### config.mk
export PLATFORM = sky130hd
export DESIGN_NAME = iv_job_sequencer
export DESIGN_NICKNAME = d
export VERILOG_FILES = /design/src/rtl/iv_job_sequencer_pkg.sv /design/src/rtl/iv_lane_ctrl.sv /design/src/rtl/iv_job_sequencer.sv
export SDC_FILE = /design/constraint.sdc
export NUM_CORES = 1
export LEC_CHECK = 0
export ABC_AREA = 1
export BUFFER_PORTS_ARGS = -buffer_cell sky130_fd_sc_hd__buf_2
export CORE_ASPECT_RATIO = 1.2
export CORE_MARGIN = 10
export CORE_UTILIZATION = 35
export CTS_CLUSTER_DIAMETER = 100
export DETAILED_ROUTE_END_ITERATION = 8
export GPL_ROUTABILITY_DRIVEN = 1
export PLACE_DENSITY = 0.57
export SLEW_MARGIN = 20
export SYNTH_ARGS = -nofsm -noshare
export SYNTH_HDL_FRONTEND = slang
export SYNTH_SLANG_ARGS = --single-unit
### constraint.sdc
create_clock -name Clock -period 7.87 [get_ports Clock]
set_clock_uncertainty 0.15 [all_clocks]
set_input_delay 1.9675 -clock Clock [delete_from_list [all_inputs] [get_ports Clock]]
set_output_delay 1.9675 -clock Clock [all_outputs]
set_load 0.1 [all_outputs]
### src/rtl/iv_job_sequencer_pkg.sv
// Shared definitions for the integrity-verifier job sequencer: lane state
// encoding and the width derivations used by the top level and its bench.
package iv_job_sequencer_pkg;

  // One encoding for both lanes; exposed on debug ports of the top level.
  typedef enum logic [2:0] {
    LANE_IDLE   = 3'd0,
    LANE_START  = 3'd1,
    LANE_GUARD0 = 3'd2,
    LANE_GUARD1 = 3'd3,
    LANE_WAIT   = 3'd4,
    LANE_ACK    = 3'd5
  } lane_state_t;

  // Width of a tree-level field for a tree of depth oram_l.
  function automatic int oram_log_l(input int oram_l);
    return $clog2(oram_l + 1);
  endfunction

  // Width of a bucket ID for a tree of depth oram_l.
  function automatic int bid_width(input int oram_l);
    return oram_l + 1;
  endfunction

  // Packed ROI descriptor: {level, version, bucket id, from_cc}.
  function automatic int roi_desc_width(input int oram_l, input int aes_entropy);
    return oram_log_l(oram_l) + aes_entropy + bid_width(oram_l) + 1;
  endfunction

endpackage

### src/rtl/iv_lane_ctrl.sv
// One job lane: issues a start pulse, ignores the stale Done level for two
// guard cycles, waits for Done, then acks. A per-lane watchdog counts cycles
// since the start pulse and raises a one-cycle timeout event if WAIT drags on;
// the lane then parks in WAIT for good (only reset frees it).
//
// Handshake: start is a request qualified by the caller; it is taken only in
// IDLE. done is a level from the verifier, looked at only in WAIT.
module iv_lane_ctrl
  import iv_job_sequencer_pkg::*;
#(
  parameter int TimeoutCycles = 4096
) (
  input  logic        clk,
  input  logic        rst,
  input  logic        start,
  input  logic        done,
  output logic        start_pulse,
  output logic        ack,
  output logic        timeout,
  output logic        idle,
  output lane_state_t state
);

  localparam int CW = $clog2(TimeoutCycles) + 1;

  logic [CW-1:0] wd_cnt;
  logic          expired;

  // Done seen in WAIT has priority over the watchdog in the same cycle.
  assign timeout = (state == LANE_WAIT) && !done && !expired &&
                   (wd_cnt == CW'(TimeoutCycles - 1));
  assign idle    = (state == LANE_IDLE);

  // Lane FSM with registered start/ack pulses and the watchdog counter.
  always_ff @(posedge clk) begin
    if (rst) begin
      state       <= LANE_IDLE;
      wd_cnt      <= '0;
      expired     <= 1'b0;
      start_pulse <= 1'b0;
      ack         <= 1'b0;
    end else begin
      start_pulse <= 1'b0;
      ack         <= 1'b0;
      case (state)
        LANE_IDLE: begin
          if (start) begin
            state       <= LANE_START;
            start_pulse <= 1'b1;
            wd_cnt      <= '0;
          end
        end
        LANE_START: begin
          state  <= LANE_GUARD0;
          wd_cnt <= wd_cnt + 1'b1;
        end
        LANE_GUARD0: begin
          state  <= LANE_GUARD1;
          wd_cnt <= wd_cnt + 1'b1;
        end
        LANE_GUARD1: begin
          state  <= LANE_WAIT;
          wd_cnt <= wd_cnt + 1'b1;
        end
        LANE_WAIT: begin
          if (expired) begin
            state <= LANE_WAIT;
          end else if (done) begin
            state <= LANE_ACK;
            ack   <= 1'b1;
          end else if (timeout) begin
            expired <= 1'b1;
          end else begin
            wd_cnt <= wd_cnt + 1'b1;
          end
        end
        LANE_ACK: state <= LANE_IDLE;
        default:  state <= LANE_IDLE;
      endcase
    end
  end

endmodule

### src/rtl/iv_job_sequencer.sv
// Sequences path and ROI jobs from the coherence controller into the
// integrity verifier. Holds the ROI descriptor queue, arbitrates the two lanes
// (path wins a same-cycle start), holds the active ROI descriptor stable for
// the whole job and keeps the sticky watchdog error.
//
// Handshakes: PathReq/PathReqReady and ROIReq/ROIReqReady transfer on a cycle
// where both are 1; the Ready outputs never depend on the matching Req.
module iv_job_sequencer
  import iv_job_sequencer_pkg::*;
#(
  parameter int ORAML         = 31,
  parameter int AESEntropy    = 64,
  parameter int ROIQDepth     = 2,
  parameter int TimeoutCycles = 4096
) (
  input  logic                        Clock,
  input  logic                        Reset,
  input  logic                        PathReq,
  output logic                        PathReqReady,
  output logic                        PathAck,
  input  logic                        ROIReq,
  output logic                        ROIReqReady,
  input  logic [$clog2(ORAML+1)-1:0]  ROILevelIn,
  input  logic [AESEntropy-1:0]       ROIBVIn,
  input  logic [ORAML:0]              ROIBIDIn,
  input  logic                        ROIFromCCIn,
  output logic                        ROIAck,
  output logic                        IVPathReady,
  output logic                        IVBOIReady,
  output logic [$clog2(ORAML+1)-1:0]  IVROILevel,
  output logic [AESEntropy-1:0]       IVROIBV,
  output logic [ORAML:0]              IVROIBID,
  output logic                        IVBOIFromCC,
  input  logic                        IVPathDone,
  input  logic                        IVBOIDone,
  output logic                        Busy,
  output logic                        Error,
  output lane_state_t                 path_lane_state,
  output lane_state_t                 roi_lane_state
);

  localparam int DescWidth = roi_desc_width(ORAML, AESEntropy);
  localparam int PtrW      = $clog2(ROIQDepth);
  localparam int CntW      = PtrW + 1;

  logic [DescWidth-1:0] q_mem [ROIQDepth];
  logic [PtrW-1:0]      wr_ptr, rd_ptr;
  logic [CntW-1:0]      q_count;
  logic [DescWidth-1:0] desc_in, held_desc;
  logic                 q_empty, q_full, enq, deq;
  logic                 path_start, roi_start;
  logic                 path_idle, roi_idle, path_tout, roi_tout;

  assign desc_in = {ROILevelIn, ROIBVIn, ROIBIDIn, ROIFromCCIn};
  assign q_empty = (q_count == '0);
  assign q_full  = (q_count == CntW'(ROIQDepth));

  assign ROIReqReady  = !q_full && !Reset;
  assign PathReqReady = path_idle && IVPathDone && !Error && !Reset;

  // Path handshake suppresses an ROI start in the same cycle, so the two
  // start pulses can never coincide.
  assign enq        = ROIReq && ROIReqReady;
  assign path_start = PathReq && PathReqReady;
  assign roi_start  = roi_idle && !q_empty && IVBOIDone && !Error && !path_start;
  assign deq        = roi_start;

  assign {IVROILevel, IVROIBV, IVROIBID, IVBOIFromCC} = held_desc;
  assign Busy = !path_idle || !roi_idle || !q_empty;

  iv_lane_ctrl #(.TimeoutCycles(TimeoutCycles)) u_path_lane (
    .clk         (Clock),
    .rst         (Reset),
    .start       (path_start),
    .done        (IVPathDone),
    .start_pulse (IVPathReady),
    .ack         (PathAck),
    .timeout     (path_tout),
    .idle        (path_idle),
    .state       (path_lane_state)
  );

  iv_lane_ctrl #(.TimeoutCycles(TimeoutCycles)) u_roi_lane (
    .clk         (Clock),
    .rst         (Reset),
    .start       (roi_start),
    .done        (IVBOIDone),
    .start_pulse (IVBOIReady),
    .ack         (ROIAck),
    .timeout     (roi_tout),
    .idle        (roi_idle),
    .state       (roi_lane_state)
  );

  // Descriptor storage; contents need no reset since occupancy is tracked.
  always_ff @(posedge Clock) begin
    if (enq) q_mem[wr_ptr] <= desc_in;
  end

  // Queue pointers and occupancy; power-of-2 depth makes pointers wrap.
  always_ff @(posedge Clock) begin
    if (Reset) begin
      wr_ptr  <= '0;
      rd_ptr  <= '0;
      q_count <= '0;
    end else begin
      if (enq) wr_ptr <= wr_ptr + 1'b1;
      if (deq) rd_ptr <= rd_ptr + 1'b1;
      case ({enq, deq})
        2'b10:   q_count <= q_count + 1'b1;
        2'b01:   q_count <= q_count - 1'b1;
        default: q_count <= q_count;
      endcase
    end
  end

  // Active descriptor loads on the edge entering START and stays until the
  // next ROI start, so it is stable from START through ACK.
  always_ff @(posedge Clock) begin
    if (Reset)          held_desc <= '0;
    else if (roi_start) held_desc <= q_mem[rd_ptr];
  end

  // Sticky watchdog error from either lane.
  always_ff @(posedge Clock) begin
    if (Reset)                       Error <= 1'b0;
    else if (path_tout || roi_tout)  Error <= 1'b1;
  end

endmodule

==> impl_metrics.py, run 1 <==
metrics = {
    "yosys": {
        "synth_xor_area_share_pct": 0.275,
        "syn_area_per_cell_um2": 11.2,
        "synth.top_cell.area_share_pct": 48.1,
        "seq_area_frac_synth_pct": 70.8,
        "ys_seq_elements": 349,
        "synth_top_family_by_area": "simple AND/OR/NAND/NOR gates",
        "synth_cell_types": 36,
        "syn_area_um2": 12700,
        "synthAdderAreaFrac_pct": 0.295,
        "synth_cells": 1136,
        "yosys-mux-area-fraction_pct": 0,
        "synth_compound_area_share_pct": 11.1,
        "synth_area_leaders": "edfxtp_1 48%, dfxtp_1 23%, nand2_1 8.9%",
        "synth_warnings": 0,
        "synth_largest_area_cell": "edfxtp_1",
        "synthSimpleGateAreaFrac_pct": 13.7,
        "syn_nets": 1247,
    },
    "cts": {
        "cts_tree": "built",
        "clkLatencyLatePin_ns": 0.52,
        "clockBufferDepth": 3,
        "cts_htree_levels": 2,
        "post-cts-setup-buffers": 0,
        "cts-root-buf": "clkbuf_16",
        "clock-sinks": 349,
        "cts_inserted_buffers": 37,
        "cts_resized": 0,
        "clk_pin_slew_ns": 0.06,
        "hold_buffers": 0,
    },
    "timing": {
        "relSlewSlack_pct": 36.5,
        "min_period_over_period_pct": 71.8,
        "hold_ws_ns": 0.313,
        "setup_violations": 0,
        "worst_pin_slew_ns": 0.952,
        "clock.fmax_mhz": 177,
        "fin_crit_ns": 5.65,
        "slew_viol_final": 0,
        "final-hold-violation-count": 0,
        "rsz0062_at_grt": "no",
    },
    "grt": {
        "grt_max_degree": 124,
        "grt_use_total_pct": 13.5,
        "grt_first_pass_wirelength_um": 48500,
        "use_met1_pct": 16.3,
        "grt-ovfl-total": 0,
        "use_met3_pct": 3.13,
        "grt-busiest-layer": "met2",
        "antenna_found_initial": 0,
        "grt_pass1_vias": 8590,
        "groute.layer.met2.usage_pct": 23.7,
    },
    "critical_path": {
        "critPathArrivalTime_ns": 3.54,
        "r2r-end": "held_desc[63]",
        "cp-startpoint": "Reset",
        "ff2ff_setup_slack_ns": 4.92,
        "end_kind": "output pin",
        "path_class": "in -> out",
        "rr_startpoint": "u_roi_lane.state[0]",
        "start_kind": "primary input",
        "ff2ff_path_depth": 8,
        "crit_fanout": 51,
        "crit_path_end": "PathReqReady",
        "cp_data_required_time_ns": 5.75,
    },
    "route": {
        "final_antenna_net_count": 0,
        "drc": 0,
        "first_pass_iters": 7,
        "totalWireLength_um": 31600,
        "drt_iter0_drc": 557,
        "vias": 8833,
        "via_per_inst": 4.81,
        "wl_per_cell_um": 17.2,
    },
    "pwr": {
        "clkPwrFrac_pct": 30.0,
        "p_int_w": 0.00344,
        "power_leakage_nw": 6.01,
        "power_density_nw_per_um2": 371,
        "vdd_ir_drop_max_uv": 240,
        "p_sw_w": 0.00228,
        "combPwrFrac_pct": 30.5,
        "swShare_pct": 39.9,
        "power.share.sequential_pct": 39.4,
    },
    "layout": {
        "drive_gt1_share_pct": 23.1,
        "finish.instance_area_um2": 15400,
        "area_growth_pct": 21.0,
        "layout.nets": 1453,
        "diodes": 0,
        "final_common_cell": "nand2_1",
        "layout_common_cells": "303 x nand2_1, 223 x buf_2, 204 x edfxtp_1",
    },
    "placed_design": {
        "placement.io_buffers": 223,
        "gp_congestion": 0.803,
        "hpwl_um": 19100,
        "place_area_um2": 14200,
    },
    "floorplanning": {
        "die_w_um": 194,
        "initial_utilization_pct": 35.5,
        "die_area_um2": 44500,
        "die_height_um": 229,
        "io_pins": 224,
        "fp-row-count": 76,
        "coreArea_um2": 35900,
    },
    "worst_hold_path": {
        "hold_path.class": "reg -> reg",
        "whs_path_depth": 1,
    },
    "status": {
        "outcome": "finished, final reports clean",
    },
    "job": {
        "maxCapViolations": 0,
    },
}
## worst min-delay path by stage
| stage | from | to | slack (ns) |
|---|---|---|---|
| finish | u_roi_lane.expired | u_roi_lane.ack | 0.31 |
| global route | u_roi_lane.expired | u_roi_lane.ack | 0.33 |
| CTS | u_roi_lane.expired | u_roi_lane.ack | 0.32 |
| detailed placement | u_roi_lane.expired | u_roi_lane.ack | 0.30 |
| global placement | u_roi_lane.expired | u_roi_lane.ack | 0.29 |
| floorplan | u_roi_lane.expired | u_roi_lane.ack | 0.27 |
## state kept, by name, summed over array words and instances (netlist names)
signal	cells
q_mem	204
held_desc	102
u_path_lane.wd_cnt	13
u_roi_lane.wd_cnt	13
u_path_lane.state	3
u_roi_lane.state	3
q_count	2
Error	1
rd_ptr	1
u_path_lane.ack	1
u_path_lane.expired	1
u_path_lane.start_pulse	1
u_roi_lane.ack	1
u_roi_lane.expired	1
u_roi_lane.start_pulse	1
wr_ptr	1
## critical path: stages
cell and delay [ns]:
buf_2 0.27, inv_4 0.51, nand2_2 0.13, nor3_1 0.19, buf_2 0.45
## cells in the mapped netlist
| master | instances |
|---|---|
| a21oi_1 | 24 |
| a21oi_2 | 5 |
| a31oi_1 | 103 |
| and3_1 | 1 |
| buf_2 | 14 |
| buf_6 | 7 |
| buf_8 | 1 |
| clkbuf_1 | 40 |
| dfxtp_1 | 145 |
| edfxtp_1 | 204 |
| ha_1 | 3 |
| inv_1 | 42 |
| inv_2 | 3 |
| inv_4 | 1 |
| nand2_1 | 303 |
| nand2_2 | 7 |
| nand2_4 | 1 |
| nand3_1 | 20 |
| nand3_2 | 1 |
| nand3_4 | 2 |
| nand3b_1 | 1 |
| nand4_1 | 11 |
| nor2_1 | 62 |
| nor2_2 | 4 |
| nor2_4 | 2 |
| nor3_1 | 2 |
| nor3b_1 | 3 |
| nor4_1 | 1 |
| o21a_1 | 1 |
| o21ai_0 | 106 |
| o21ai_1 | 8 |
| o21ai_2 | 1 |
| o21bai_1 | 1 |
| o22ai_1 | 1 |
| or2_2 | 1 |
| xor2_1 | 4 |
## metrics by stage
step	setup TNS, ns	std cells	util [%]	setup slack (ns)	power [W]
2_1_floorplan	-234.74	1136	-	-1.15	0.00373
3_3_place_gp	0	1771	39.6	2.16	0.00403
3_5_place_dp	0	1771	39.6	2.18	0.00405
4_1_cts	0	1838	42.9	2.18	0.00579
5_1_grt	0	1838	42.9	2.07	0.00599
6_report	0	1838	42.9	2.22	0.00572
## metal layers
layer	wire, um	vias up
met5	0	-
met4	569	0
met3	1750	37
met2	16100	223
met1	13100	4178
li1	-	4395
## cells by family after synthesis
| group | after synthesis |
|---|---|
| AO/OA/AOI/OAI | 250 |
| XOR/XNOR | 4 |
| adder cells (fa/ha/maj) | 3 |
| buffers and inverters | 108 |
| flip-flops | 349 |
| AND/OR/NAND/NOR | 422 |
## power by group through the flow
| stage | logic (W) | clock network (W) | registers, W |
|---|---|---|---|
| finish | 0.00175 | 0.00172 | 0.00225 |
| global route | 0.00186 | 0.00185 | 0.00228 |
| CTS | 0.00177 | 0.00177 | 0.00226 |
| detailed placement | 0.00176 | 0 | 0.00229 |
| global placement | 0.00174 | 0 | 0.00229 |
| floorplan | 0.000586 | 0 | 0.00314 |
## final cells by class
type                    count  area [um^2]
fillers                  3418        20500
flip-flops and latches    349         9030
multi-input cells         679         3240
repair buffers            229         1190
clock buffers              49          991
well taps                 468          586
clock inverters            18          203
inverters                  46          183
Power figures use the tool's default switching activity.
==> run 2: changes to the inputs <==
--- a/config.mk
+++ b/config.mk
@@ -5,7 +5,7 @@
 export SDC_FILE = /design/constraint.sdc
 export NUM_CORES = 1
 export LEC_CHECK = 0
-export ABC_AREA = 1
+export ABC_AREA = 0
 export BUFFER_PORTS_ARGS = -buffer_cell sky130_fd_sc_hd__buf_2
 export CORE_ASPECT_RATIO = 1.2
 export CORE_MARGIN = 10
@@ -13,7 +13,7 @@
 export CTS_CLUSTER_DIAMETER = 100
 export DETAILED_ROUTE_END_ITERATION = 8
 export GPL_ROUTABILITY_DRIVEN = 1
-export PLACE_DENSITY = 0.57
+export PLACE_DENSITY = 0.59
 export SLEW_MARGIN = 20
 export SYNTH_ARGS = -nofsm -noshare
 export SYNTH_HDL_FRONTEND = slang
==> constraint.sdc (replaced) <==
create_clock -name Clock -period 4.6 [get_ports Clock]
set_clock_uncertainty 0.15 [all_clocks]
set_input_delay 1.15 -clock Clock [delete_from_list [all_inputs] [get_ports Clock]]
set_output_delay 1.15 -clock Clock [all_outputs]
set_load 0.1 [all_outputs]
==> run 2 against run 1 <==
  * Global-route usage shrank 0.77 points
  * Synthesized cell count shrank 19%
  * Clock power grew 71%
  * Count of clock-buffer cells in the layout shrank 1
  * Cell area grew 2.0%
  * First-iteration DRC count shrank 31%
  * Critical path depth shrank 1
  * Critical path type unchanged
  * Critical endpoint unchanged
==> impl_metrics.py, run 2 <==
metrics = {
    "floorplanning": {
        "io_pins": 224,
        "die_height_um": 231,
        "die_w_um": 196,
        "fp-row-count": 77,
        "die_area_um2": 45100,
        "initial_utilization_pct": 35.3,
        "coreArea_um2": 36700,
    },
    "layout": {
        "top_regs": "q_mem (204), held_desc (102)",
        "nFillCells": 3358,
        "top_register": "q_mem",
        "largest_reg_flops": 204,
        "area_growth_pct": 21.5,
        "finalNonFillerCells": 1640,
        "layout_common_cells": "222 x buf_2, 204 x edfxtp_1, 144 x dfxtp_1",
        "final_common_cell": "buf_2",
        "layout.nets": 1248,
        "drive_gt1_share_pct": 29.6,
    },
    "route": {
        "first_pass_iters": 4,
        "via_per_inst": 4.91,
        "drc": 0,
        "drt_iter0_drc": 386,
        "vias": 8047,
        "wl_per_cell_um": 18.2,
        "final_antenna_net_count": 0,
        "totalWireLength_um": 29800,
    },
    "worst_hold_path": {
        "hold_path.class": "reg -> reg",
        "whs_path_depth": 2,
    },
    "critical_path": {
        "crit_fanout": 67,
        "ff2ff_setup_slack_ns": 1.83,
        "critPathArrivalTime_ns": 2.28,
        "cp_data_required_time_ns": 3.30,
        "ff2ff_path_depth": 6,
        "rr_startpoint": "u_path_lane.state[2]",
        "start_kind": "primary input",
        "path_class": "in -> out",
        "crit_path_end": "PathReqReady",
        "cp-startpoint": "Reset",
        "end_kind": "output pin",
        "r2r-end": "held_desc[5]",
    },
    "placed_design": {
        "dp_cells": 1571,
        "placement.io_buffers": 223,
        "hpwl_um": 19100,
        "gp_congestion": 0.776,
    },
    "pwr": {
        "vdd_ir_drop_max_uv": 489,
        "clkPwrFrac_pct": 26.4,
        "p_sw_w": 0.00482,
        "power_density_nw_per_um2": 708,
        "combPwrFrac_pct": 37.3,
        "power.share.sequential_pct": 36.3,
        "swShare_pct": 43.3,
        "p_int_w": 0.00632,
        "power_leakage_nw": 5.53,
    },
    "yosys": {
        "ys_seq_elements": 349,
        "synth_cells": 924,
        "async_flop_share_pct": 0,
        "synth_cell_types": 57,
        "seq_area_frac_synth_pct": 69.7,
        "synth_warnings": 0,
        "synthTopCellsByCount": "204 x edfxtp_1, 145 x dfxtp_1, 133 x nor2_1",
        "synth_edf_count": 204,
        "syn_nets": 1035,
        "syn_area_um2": 13000,
        "syn_area_per_cell_um2": 14.0,
        "yosysMostFrequentCell": "edfxtp_1",
        "synth_largest_area_cell": "edfxtp_1",
        "synth_area_leaders": "edfxtp_1 47%, dfxtp_1 22%, mux2i_1 8.0%",
        "ys.flop_type": "edfxtp_1",
        "synth.top_cell.area_share_pct": 47.3,
    },
    "cts": {
        "clockBufferDepth": 3,
        "cts-root-buf": "clkbuf_16",
        "clkLatencyLatePin_ns": 0.53,
        "hold_buffers": 0,
        "cts_inserted_buffers": 38,
        "cts_tree": "built",
        "cts_resized": 0,
        "post-cts-setup-buffers": 0,
        "cts_htree_levels": 2,
        "clock-sinks": 349,
        "clk_pin_slew_ns": 0.06,
    },
    "timing": {
        "worst_pin_slew_ns": 1.06,
        "min_period_over_period_pct": 77.7,
        "slew_viol_final": 0,
        "final-hold-violation-count": 0,
        "relSlewSlack_pct": 29.3,
        "fin_crit_ns": 3.58,
        "setup_violations": 0,
        "fin_tns_setup_ns": 0,
        "rsz0062_at_grt": "no",
        "clock.fmax_mhz": 280,
    },
    "grt": {
        "grt_first_pass_wirelength_um": 46300,
        "grt_max_degree": 130,
        "grt_pass1_vias": 8128,
        "grt-ovfl-total": 0,
        "use_met1_pct": 15.5,
        "grt_use_total_pct": 12.8,
        "use_met3_pct": 3.29,
        "antenna_found_initial": 2,
        "grt-busiest-layer": "met2",
        "groute.layer.met2.usage_pct": 21.6,
    },
    "status": {
        "outcome": "finished, final reports clean",
    },
    "job": {
        "maxCapViolations": 0,
    },
}
[run 2: through the flow]
stage | power, W | util [%] | instance area [um^2] | hold slack (ns) | worst slack, ns
floorplan | 0.00758 | - | 13000 | 0.293 | 0.145
global placement | 0.00827 | 39.6 | 14500 | 0.312 | 0.869
detailed placement | 0.00832 | 39.6 | 14500 | 0.315 | 0.834
CTS | 0.0113 | 42.9 | 15700 | 0.330 | 0.968
global route | 0.0117 | 42.9 | 15700 | 0.360 | 0.935
finish | 0.0111 | 42.9 | 15700 | 0.325 | 1.02
[run 2: how the worst min path moves through the flow]
stage | end | from | slack [ns]
2_1_floorplan | u_path_lane.wd_cnt[5] | u_path_lane.wd_cnt[5] | 0.29
3_3_place_gp | u_path_lane.wd_cnt[9] | u_path_lane.wd_cnt[9] | 0.31
3_5_place_dp | u_path_lane.wd_cnt[5] | u_path_lane.wd_cnt[5] | 0.31
4_1_cts | u_path_lane.wd_cnt[5] | u_path_lane.wd_cnt[5] | 0.33
5_1_grt | u_path_lane.wd_cnt[5] | u_path_lane.wd_cnt[5] | 0.36
6_report | u_path_lane.wd_cnt[5] | u_path_lane.wd_cnt[5] | 0.32
[run 2: area by class of cell]
type                            count  area [um^2]  share of cell area [%]
Antenna cell                        1         2.50                  0.0159
Clock buffer                       48         1050                    6.67
Clock inverter                     20          165                    1.05
Inverter                            5         18.8                   0.119
Multi-Input combinational cell    509         3620                    23.0
Sequential cell                   349         9030                    57.4
Tap cell                          474          593                    3.77
Timing Repair Buffer              234         1250                    7.97
[run 2: power groups by stage]
stage	logic, W	clock network [W]	registers [W]
after CTS	0.00420	0.00304	0.00406
after floorplan	0.00142	0	0.00616
final	0.00416	0.00294	0.00405
after detailed placement	0.00420	0	0.00412
after global routing	0.00439	0.00317	0.00410
after global placement	0.00416	0	0.00411
[run 2: metal layers]
| metal | wire length, um | share of wire [%] | vias to the layer above |
|---|---|---|---|
| met5 | 13 | 0.044 | - |
| met4 | 687 | 2.3 | 2 |
| met2 | 14800 | 50 | 168 |
| met1 | 12900 | 43 | 3914 |
| met3 | 1440 | 4.8 | 45 |
| li1 | - | - | 3918 |
[run 2: critical path, cell delays in order]
cell and delay (ns):
buf_6 0.22, nand2b_1 0.25, nor4_2 0.17, buf_2 0.48
[run 2: logic make-up (layout without fill, tap and decap cells)]
| group | Yosys count | after routing | synth area share (%) |
|---|---|---|---|
| flip-flops | 349 | 349 | 69.7 |
| AND/OR/NAND/NOR | 220 | 220 | 8.21 |
| AO/OA/AOI/OAI | 171 | 171 | 10.4 |
| multiplexers | 104 | 104 | 8.04 |
| buffers and inverters | 66 | 307 | 2.57 |
| XOR/XNOR | 11 | 11 | 0.744 |
| adder cells (fa/ha/maj) | 3 | 3 | 0.290 |
| other | 0 | 1 | 0 |
